==> src/rtl/buzzer_input_conditioner.sv <==
// Synchronises, debounces and edge-detects raw buzzer/switch inputs, and latches
// the first contending buzzer press of a round with a lowest-index tie-break.
module buzzer_input_conditioner #(
  parameter int N_IN       = 5,
  parameter int CONTEND    = 3,
  parameter int DEB_CYCLES = 5
) (
  input  logic            clk,
  input  logic            rst,
  input  logic [N_IN-1:0] btn_in,
  input  logic            clear,
  output logic [N_IN-1:0] btn_level,
  output logic [N_IN-1:0] btn_rise,
  output logic [N_IN-1:0] btn_fall,
  output logic            first_valid,
  output logic [2:0]      first_id
);

  localparam logic [31:0] DEB_TC = 32'(DEB_CYCLES - 1);

  logic [N_IN-1:0] sync1_q, sync2_q;
  logic [N_IN-1:0] level_q, level_d;
  logic [N_IN-1:0] rise_q, rise_d;
  logic [N_IN-1:0] fall_q, fall_d;
  logic [31:0]     cnt_q [N_IN];
  logic [31:0]     cnt_d [N_IN];
  logic            first_valid_q, first_valid_d;
  logic [2:0]      first_id_q, first_id_d;
  logic            win_any;
  logic [2:0]      win_id;

  // Counter tracks consecutive cycles sync2 disagrees with the debounced level.
  always_comb begin
    level_d = level_q;
    rise_d  = '0;
    fall_d  = '0;
    for (int i = 0; i < N_IN; i++) begin
      cnt_d[i] = '0;
      if (sync2_q[i] != level_q[i]) begin
        if (cnt_q[i] == DEB_TC) begin
          level_d[i] = sync2_q[i];
          rise_d[i]  = sync2_q[i];
          fall_d[i]  = ~sync2_q[i];
        end else begin
          cnt_d[i] = cnt_q[i] + 32'd1;
        end
      end
    end
  end

  // Descending scan so the lowest contending index is the last (winning) write.
  always_comb begin
    win_any = 1'b0;
    win_id  = '0;
    for (int i = CONTEND - 1; i >= 0; i--) begin
      if (rise_q[i]) begin
        win_any = 1'b1;
        win_id  = 3'(i + 1);
      end
    end
  end

  always_comb begin
    first_valid_d = first_valid_q;
    first_id_d    = first_id_q;
    if (clear) begin
      first_valid_d = 1'b0;
      first_id_d    = '0;
    end else if (!first_valid_q && win_any) begin
      first_valid_d = 1'b1;
      first_id_d    = win_id;
    end
  end

  always_ff @(posedge clk) begin
    if (rst) begin
      sync1_q       <= '0;
      sync2_q       <= '0;
      level_q       <= '0;
      rise_q        <= '0;
      fall_q        <= '0;
      first_valid_q <= 1'b0;
      first_id_q    <= '0;
      for (int i = 0; i < N_IN; i++) cnt_q[i] <= '0;
    end else begin
      sync1_q       <= btn_in;
      sync2_q       <= sync1_q;
      level_q       <= level_d;
      rise_q        <= rise_d;
      fall_q        <= fall_d;
      first_valid_q <= first_valid_d;
      first_id_q    <= first_id_d;
      for (int i = 0; i < N_IN; i++) cnt_q[i] <= cnt_d[i];
    end
  end

  assign btn_level   = level_q;
  assign btn_rise    = rise_q;
  assign btn_fall    = fall_q;
  assign first_valid = first_valid_q;
  assign first_id    = first_id_q;

endmodule
==> config.mk <==
export PLATFORM = sky130hd
export DESIGN_NAME = buzzer_input_conditioner
export DESIGN_NICKNAME = d
export VERILOG_FILES = /design/src/rtl/buzzer_input_conditioner.sv
export SDC_FILE = /design/constraint.sdc
export NUM_CORES = 1
export LEC_CHECK = 0
export CAP_MARGIN = 20
export CELL_PAD_IN_SITES_DETAIL_PLACEMENT = 0
export CELL_PAD_IN_SITES_GLOBAL_PLACEMENT = 1
export CORE_MARGIN = 2
export CORE_UTILIZATION = 44
export CTS_BUF_LIST = sky130_fd_sc_hd__clkbuf_8
export DETAILED_ROUTE_END_ITERATION = 10
export GPL_TIMING_DRIVEN = 0
export PLACE_DENSITY = 0.88
export SLEW_MARGIN = 40
export SYNTH_ARGS = -nofsm -noshare
export SYNTH_HDL_FRONTEND = slang
export SYNTH_SLANG_ARGS = --single-unit
==> constraint.sdc <==
create_clock -name clk -period 2.1 [get_ports clk]
set_clock_uncertainty 0.1 [all_clocks]
set_input_delay 0.21 -clock clk [delete_from_list [all_inputs] [get_ports clk]]
set_output_delay 0.21 -clock clk [all_outputs]
set_load 0.02 [all_outputs]
==> results of run 1 <==
## stage by stage
stage | hold WS [ns] | utilization, % | setup TNS (ns) | power (W)
floorplan | 0.1828 | - | 0 | 0.003715
global placement | 0.3183 | 47.62 | -9.185 | 0.003754
global route | 0.1826 | 52.28 | -0.01825 | 0.006466
CTS | 0.1612 | 50.46 | 0 | 0.006284
detailed placement | 0.3220 | 47.62 | -10.74 | 0.003755
finish | 0.1786 | 52.28 | 0 | 0.006236
## worst max-delay path, stage by stage, from the launching register on
cell     delay [ns]
dfxtp_4        0.39
ha_4           0.15
nand4_4        0.09
or4_4          0.62
buf_8          0.16
or3_1          0.34
a21oi_1        0.13
## cells in the mapped netlist, types with 2 or more instances
cell type | instances | share of area (%)
and2_1 | 4 | 0.29
or4_1 | 49 | 4.3
nand2_1 | 48 | 2.1
nor3_1 | 17 | 0.98
nand4_1 | 54 | 3.9
mux2i_1 | 2 | 0.23
dfxtp_1 | 188 | 43
nand4_4 | 3 | 0.74
or3_1 | 40 | 2.9
a2111oi_0 | 2 | 0.20
and4_1 | 24 | 2.4
or2_1 | 2 | 0.14
ha_1 | 10 | 1.4
nor2_1 | 90 | 3.9
o31ai_1 | 48 | 4.2
o21ai_1 | 20 | 1.2
nor4_1 | 32 | 2.3
o21ai_0 | 22 | 1.3
nand3_1 | 44 | 2.5
nand2b_1 | 4 | 0.29
xnor2_1 | 29 | 2.9
and3_1 | 16 | 1.2
nor2b_1 | 10 | 0.72
buf_6 | 3 | 0.39
nor4bb_1 | 4 | 0.46
clkbuf_1 | 39 | 1.7
buf_2 | 4 | 0.23
xor2_1 | 39 | 3.9
or4_4 | 4 | 0.52
o211ai_1 | 2 | 0.17
nor4b_1 | 10 | 1.0
a21oi_1 | 89 | 5.1
inv_1 | 36 | 1.6
## area by class of cell
type                       count  area, um^2  area share (%)
sequential                   188        3807           37.54
tap                          265       331.6           3.270
clock buffer                  20       275.3           2.714
clock inverter                12       145.1           1.431
inverter                      36       135.1           1.333
timing repair buffer          65       568.0           5.601
buffer                        39       227.7           2.246
multi-input combinational    729        4651           45.86
## state kept, by name, summed over array words and instances (netlist names)
signal	count
cnt_q	160
btn_fall	5
btn_level	5
btn_rise	5
sync1_q	5
sync2_q	5
first_id	2
first_valid	1
## cell families after synthesis
logic type / share of synthesized area (%)
and+or+nand+nor: 31.20
AOI/OAI and AO/OA: 12.64
DFF: 43.49
buffers and inverters: 4.063
xor gates and xnor gates: 6.883
adders and majority gates: 1.446
muxes: 0.2314
other: 0.04334
## power groups by stage
stage          Combinational [W]  Clock (W)  Sequential [W]
3_3_place_gp           0.0000900          0         0.00366
3_5_place_dp           0.0000904          0         0.00366
2_1_floorplan          0.0000524          0         0.00366
5_1_grt                 0.000108    0.00278         0.00358
6_report               0.0000970    0.00256         0.00358
4_1_cts                0.0000924    0.00261         0.00358
## path summary, 6_finish.rpt
check	from	endpoint	slack, ns	cells after the start
hold / removal	btn_in[3]	sync1_q[3]	0.18	2
setup reg to reg	cnt_q[0][96]	cnt_q[0][126]	0.05	6
setup / recovery	cnt_q[0][96]	cnt_q[0][126]	0.05	6
hold reg to reg	cnt_q[0][64]	cnt_q[0][64]	0.34	1
## placed cells by master (no fill, tap or decap), types with 38 or more instances in the layout
| cell | instances |
|---|---|
| a21oi_1 | 88 |
| buf_4 | 41 |
| dfxtp_1 | 161 |
| inv_1 | 38 |
| nand2_1 | 46 |
| nand3_1 | 43 |
| nand4_1 | 54 |
| nor2_1 | 90 |
| o31ai_1 | 48 |
| or3_1 | 40 |
| or4_1 | 48 |
| xor2_1 | 39 |
## what timing repair did
action / in CTS / in global routing
pin swaps: 9 / 19
endpoints found under the setup margin: 136 / 154
gates cloned: 0 / 1
resized for setup: 32 / 62
buffers inserted: 10 / 29
## metal layers
| layer | global-route usage [%] | share of wire, % | up-vias |
|---|---|---|---|
| met5 | 0 | 0 | - |
| met4 | 4.190 | 0.73 | 0 |
| met3 | 4.172 | 3.7 | 10 |
| met2 | 29.75 | 45 | 123 |
| met1 | 27.87 | 51 | 3584 |
| li1 | - | - | 3878 |
==> results by group, run 1 <==
Clock tree
  – CTS tree: built
  – H-Tree Level Count: 4
  – Total CTS buffers: 17
  – CTS max path bufs: 2
  – Post-CTS Hold Buffers: 0
  – CTS clock-pin slew for the worst setup and hold paths: around 0.1 ns
  – Clk_lat worst skew: between 0.4 and 0.5 ns
  – Clk sink count: 188
  – Clk root buf: clkbuf_8

Run status
  – Outcome: complete, no violations

Place
  – Placement Setup Slack: -0.2784 ns
  – Post-DP HPWL: about 13000 um
  – Post-Place Cells: between 1000 and 1500
  – Placement Cell Area: 0.009238 mm^2
  – Placer Congestion: 0.8048
  – IO buf count: 25

Pwr
  – Switching pwr: 0.001366 W
  – Cell Int Power: 0.004870 W
  – Lkg Pwr: about 3.0 nW
  – Combinational fraction of design power: 1.6%
  – Switching Fraction: approximately 22%
  – Register share of total power: ~57%
  – Clock power share: roughly two fifths
  – Power Density: ~600 mW/mm^2
  – Worst VDD drop: around 0.00043 V

Timing
  – Final period utilization: 97.57%
  – Final Hold Viols: 0
  – Final Worst Setup Slack: 0.05106 ns
  – Max Fclk: about 490 MHz
  – Slew @ Worst Pin: about 0.61 ns
  – Slew Limit Fails: 0
  – Final setup viols: 0
  – Fin crit period: about 2.0 ns
  – Worst relative slew slack: 59.26%

Job
  – Maxcap violations: 0

Detailed routing
  – Wirelength per Cell: 14.51 um
  – Post-route DRC violation count: 0
  – DR vias: roughly 7600
  – Post-route ant nets: 0
  – Total Wirelength: about 20000 um
  – Vias per inst: 5.609
  – TritonRoute pass-1 iters: 5
  – Iteration-0 DRC Markers: 574

Die
  – Initial Util: 44.61%
  – Core area: 0.01940 mm^2
  – Die area: 0.02080 mm^2
  – # IOs: 27
  – Row cnt: 51
  – Die width: 144.2 um
  – Overall die height: roughly 140 um

Yosys
  – Top FF cell, synth: dfxtp_1
  – Post-synth EDFFs: 0
  – Post-Syn Area: 0.008653 mm^2
  – Synthesized area per cell: 8.645 um^2
  – Synth unique cells: 46
  – Warning count from the yosys run: 0
  – Sequential fraction of the synthesis area: between 40% and 50%
  – FFs w/ async S/R, synth: 0%
  – Syn Inst Count: 1001
  – Yosys reg bits: 188
  – Net Count, Synth: 1019

Min path
  – HP Class: input pin to flip-flop

Critical path
  – Crit Path Category: flip-flop to flip-flop
  – Crit Path Max Fanout: 6
  – Req. time, crit path: 2.41 ns
  – Element type at the critical path start: flip-flop
  – Crit end category: flip-flop
  – CP arrival: 2.36 ns

Global route
  – GR Util All Layers: 19.31%
  – Vias in the first global route: 6721
  – Gr ovfl total: 0
  – Global-route wire length before repair: 32520 um
  – Initial antenna violation count: 0
  – Pin count of the biggest net entering global routing: 17

Cells and area
  – Area Overhead vs Synth: 17.19%
  – Nets: between 1000 and 1500
  – Post-route cell area: ~0.010 mm^2
  – Antenna diodes: 0
  – Share of layout cells above drive strength 1: between 10 and 15%
  – Non-Filler Instances: 1354
  – Fill cell count: about 1900
Power figures use the tool's default switching activity.
==> run 2, diff against run 1 <==
ABC_CLOCK_PERIOD_IN_PS = 2100   (was unset)
SKIP_LAST_GASP = 1   (was unset)
TNS_END_PERCENT = 30   (was unset)
==> run 2 against run 1 <==
  * The run now ends with setup timing left
  * Hold slack better by 0.0011 ns
  * Non-clock buffer count is 20 lower
  * Final cell count is 1.5% lower
  * Register-to-register slack worse by 0.06 ns
  * Global-route usage hardly changed
  * Total power hardly changed
  * Core utilization is 1.3 points lower
==> results by group, run 2 (synthesis gave the netlist of run 1 again) <==
Critical path
  – Crit end category: flip-flop
  – Crit Path Max Fanout: 10
  – Buffers and inverters on the worst path: 1
  – R2R setup slack: -0.009 ns
  – Req. time, crit path: 2.39 ns
  – Worst path slowest cell: or4_4
  – CP max stage delay: 0.62 ns
  – R2r startpoint: cnt_q[0][41]
  – CP arrival: between 2 and 2.5 ns
  – Element type at the critical path start: flip-flop
  – Cells along the critical path: nand4_1 > or4_4 > buf_2 > or3_1 > a21oi_1
  – R2R depth: 5
  – CP delay by family, top: simple AND/OR/NAND/NOR gates
  – Crit Path Category: flip-flop to flip-flop
  – R2r endpoint: cnt_q[0][53]

Run status
  – Failing checks: setup timing
  – Outcome: complete, but fails checks

Cells and area
  – Share of layout cells above drive strength 1: 10.29%
  – Non-Filler Instances: 1334
  – Biggest register: cnt_q
  – Area Overhead vs Synth: 14.27%
  – Commonest non-fill, non-tap cells in the layout: dfxtp_1 (177), nor2_1 (90), a21oi_1 (89)
  – Fill cell count: 1877
  – Post-route cell area: between 0.009 and 0.01 mm^2
  – Max reg flops: 160
  – Antenna diodes: 0
  – Nets: about 1100
  – Leading cell type in the layout, fill and taps excluded: dfxtp_1

Pwr
  – Power Density: 630.4 mW/mm^2
  – Worst VDD drop: approximately 0.00043 V
  – Switching Fraction: 21.81%
  – Cell Int Power: 0.004874 W
  – PnR Total Power: 0.006233 W
  – Switching pwr: about 0.0014 W
  – Clock power share: about two fifths
  – Combinational fraction of design power: 1.5%
  – Register share of total power: 57.5%
  – Lkg Pwr: 2.919 nW

Die
  – Die width: 144.2 um
  – Initial Util: roughly 45%
  – Overall die height: around 140 um
  – Row cnt: 51
  – Die area: 0.02080 mm^2
  – Core area: 0.01940 mm^2
  – # IOs: 27

Clock tree
  – Clk_lat worst skew: between 0.4 and 0.5 ns
  – CTS clock-pin slew for the worst setup and hold paths: roughly 0.10 ns
  – Clk root buf: clkbuf_8
  – CTS tree: built
  – Total CTS buffers: 17
  – CTS max path bufs: 2
  – Clk sink count: 188
  – H-Tree Level Count: 4

Global route
  – GR Util All Layers: 19.32%
  – Gr ovfl total: 0
  – Pin count of the biggest net entering global routing: 17
  – Initial antenna violation count: 0
  – Global-route wire length before repair: 32520 um
  – Vias in the first global route: 6723

Detailed routing
  – Post-route ant nets: 0
  – Wirelength per Cell: around 14 um
  – DR vias: around 7500
  – Total Wirelength: about 19000 um
  – TritonRoute pass-1 iters: 5
  – Post-route DRC violation count: 0
  – Iteration-0 DRC Markers: 575
  – Vias per inst: 5.632

Job
  – Maxcap violations: 0

Timing
  – Final setup viols: 1
  – Final period utilization: 100.4%
  – Fin crit period: 2.109 ns
  – Max Fclk: 474.2 MHz
  – Slew Limit Fails: 0
  – Final Worst Setup Slack: -0.009027 ns
  – WHS: 0.1797 ns
  – Final Hold Viols: 0
  – Worst relative slew slack: 59.95%
  – RSZ-0062 raised after global routing: yes
  – Slew @ Worst Pin: 0.6007 ns

Place
  – Post-DP HPWL: between 10000 and 15000 um
  – IO buf count: 25
  – Placer Congestion: roughly 0.8
  – Post-Place Cells: 1291
  – Placement Cell Area: approximately 0.0092 mm^2

Min path
  – Worst Hold End: sync1_q[3]
  – Hold Crit Start: btn_in[3]
  – WHS Path Cells: 2
  – HP Class: input pin to flip-flop
run 2: layout make-up:
| type | instances | area (um^2) | share of cell area (%) |
|---|---|---|---|
| tap | 265 | 331.6 | 3.353 |
| multi-input combinational | 729 | 4623 | 46.75 |
| timing repair buffer | 43 | 385.4 | 3.897 |
| sequential | 188 | 3777 | 38.20 |
| buffer | 41 | 215.2 | 2.176 |
| clock buffer | 20 | 275.3 | 2.784 |
| clock inverter | 12 | 145.1 | 1.468 |
| inverter | 36 | 135.1 | 1.367 |
run 2: power groups by stage:
stage	Clock, W	Sequential [W]	Combinational [W]
2_1_floorplan	0	0.00366	0.0000524
3_3_place_gp	0	0.00366	0.0000900
3_5_place_dp	0	0.00366	0.0000904
4_1_cts	0.00261	0.00358	0.0000915
5_1_grt	0.00277	0.00359	0.000107
6_report	0.00256	0.00358	0.0000956
run 2: stage by stage:
| step | utilization (%) | setup slack, ns | setup TNS, ns |
|---|---|---|---|
| 2_1_floorplan | - | 0.02335 | 0 |
| 3_3_place_gp | 47.62 | -0.2662 | -9.185 |
| 3_5_place_dp | 47.62 | -0.2784 | -10.74 |
| 4_1_cts | 50.39 | -0.07898 | -1.592 |
| 5_1_grt | 50.97 | -0.08335 | -1.776 |
| 6_report | 50.97 | -0.009027 | -0.009027 |
run 2: repair_timing:
item / CTS / global route
pin swaps: 9 / 7
gates resized for setup: 25 / 32
hold buffers: 0 / 0
gates cloned: 0 / 0
setup endpoints to repair: 136 / 155
setup buffers: 10 / 8
run 2: worst register-to-register path: stages (launching register included):
cell and delay (ns):
dfxtp_1 0.42, nand4_1 0.21, or4_4 0.62, buf_2 0.22
or3_1 0.32, a21oi_1 0.14
run 2: worst max path at each step:
stage,startpoint,to,cells past startpoint
2_1_floorplan,cnt_q[0][96],cnt_q[0][122],5
3_3_place_gp,cnt_q[0][0],cnt_q[0][24],7
3_5_place_dp,cnt_q[0][0],cnt_q[0][24],7
4_1_cts,cnt_q[0][99],cnt_q[0][125],4
5_1_grt,cnt_q[0][75],cnt_q[0][94],6
6_report,cnt_q[0][41],cnt_q[0][53],5
run 2: layer usage:
layer | vias up | global-route usage (%) | share of wire, %
met5 | - | 0 | 0
li1 | 3841 | - | -
met4 | 0 | 4.190 | 0.68
met2 | 111 | 29.75 | 45
met3 | 8 | 4.172 | 3.6
met1 | 3553 | 27.89 | 51
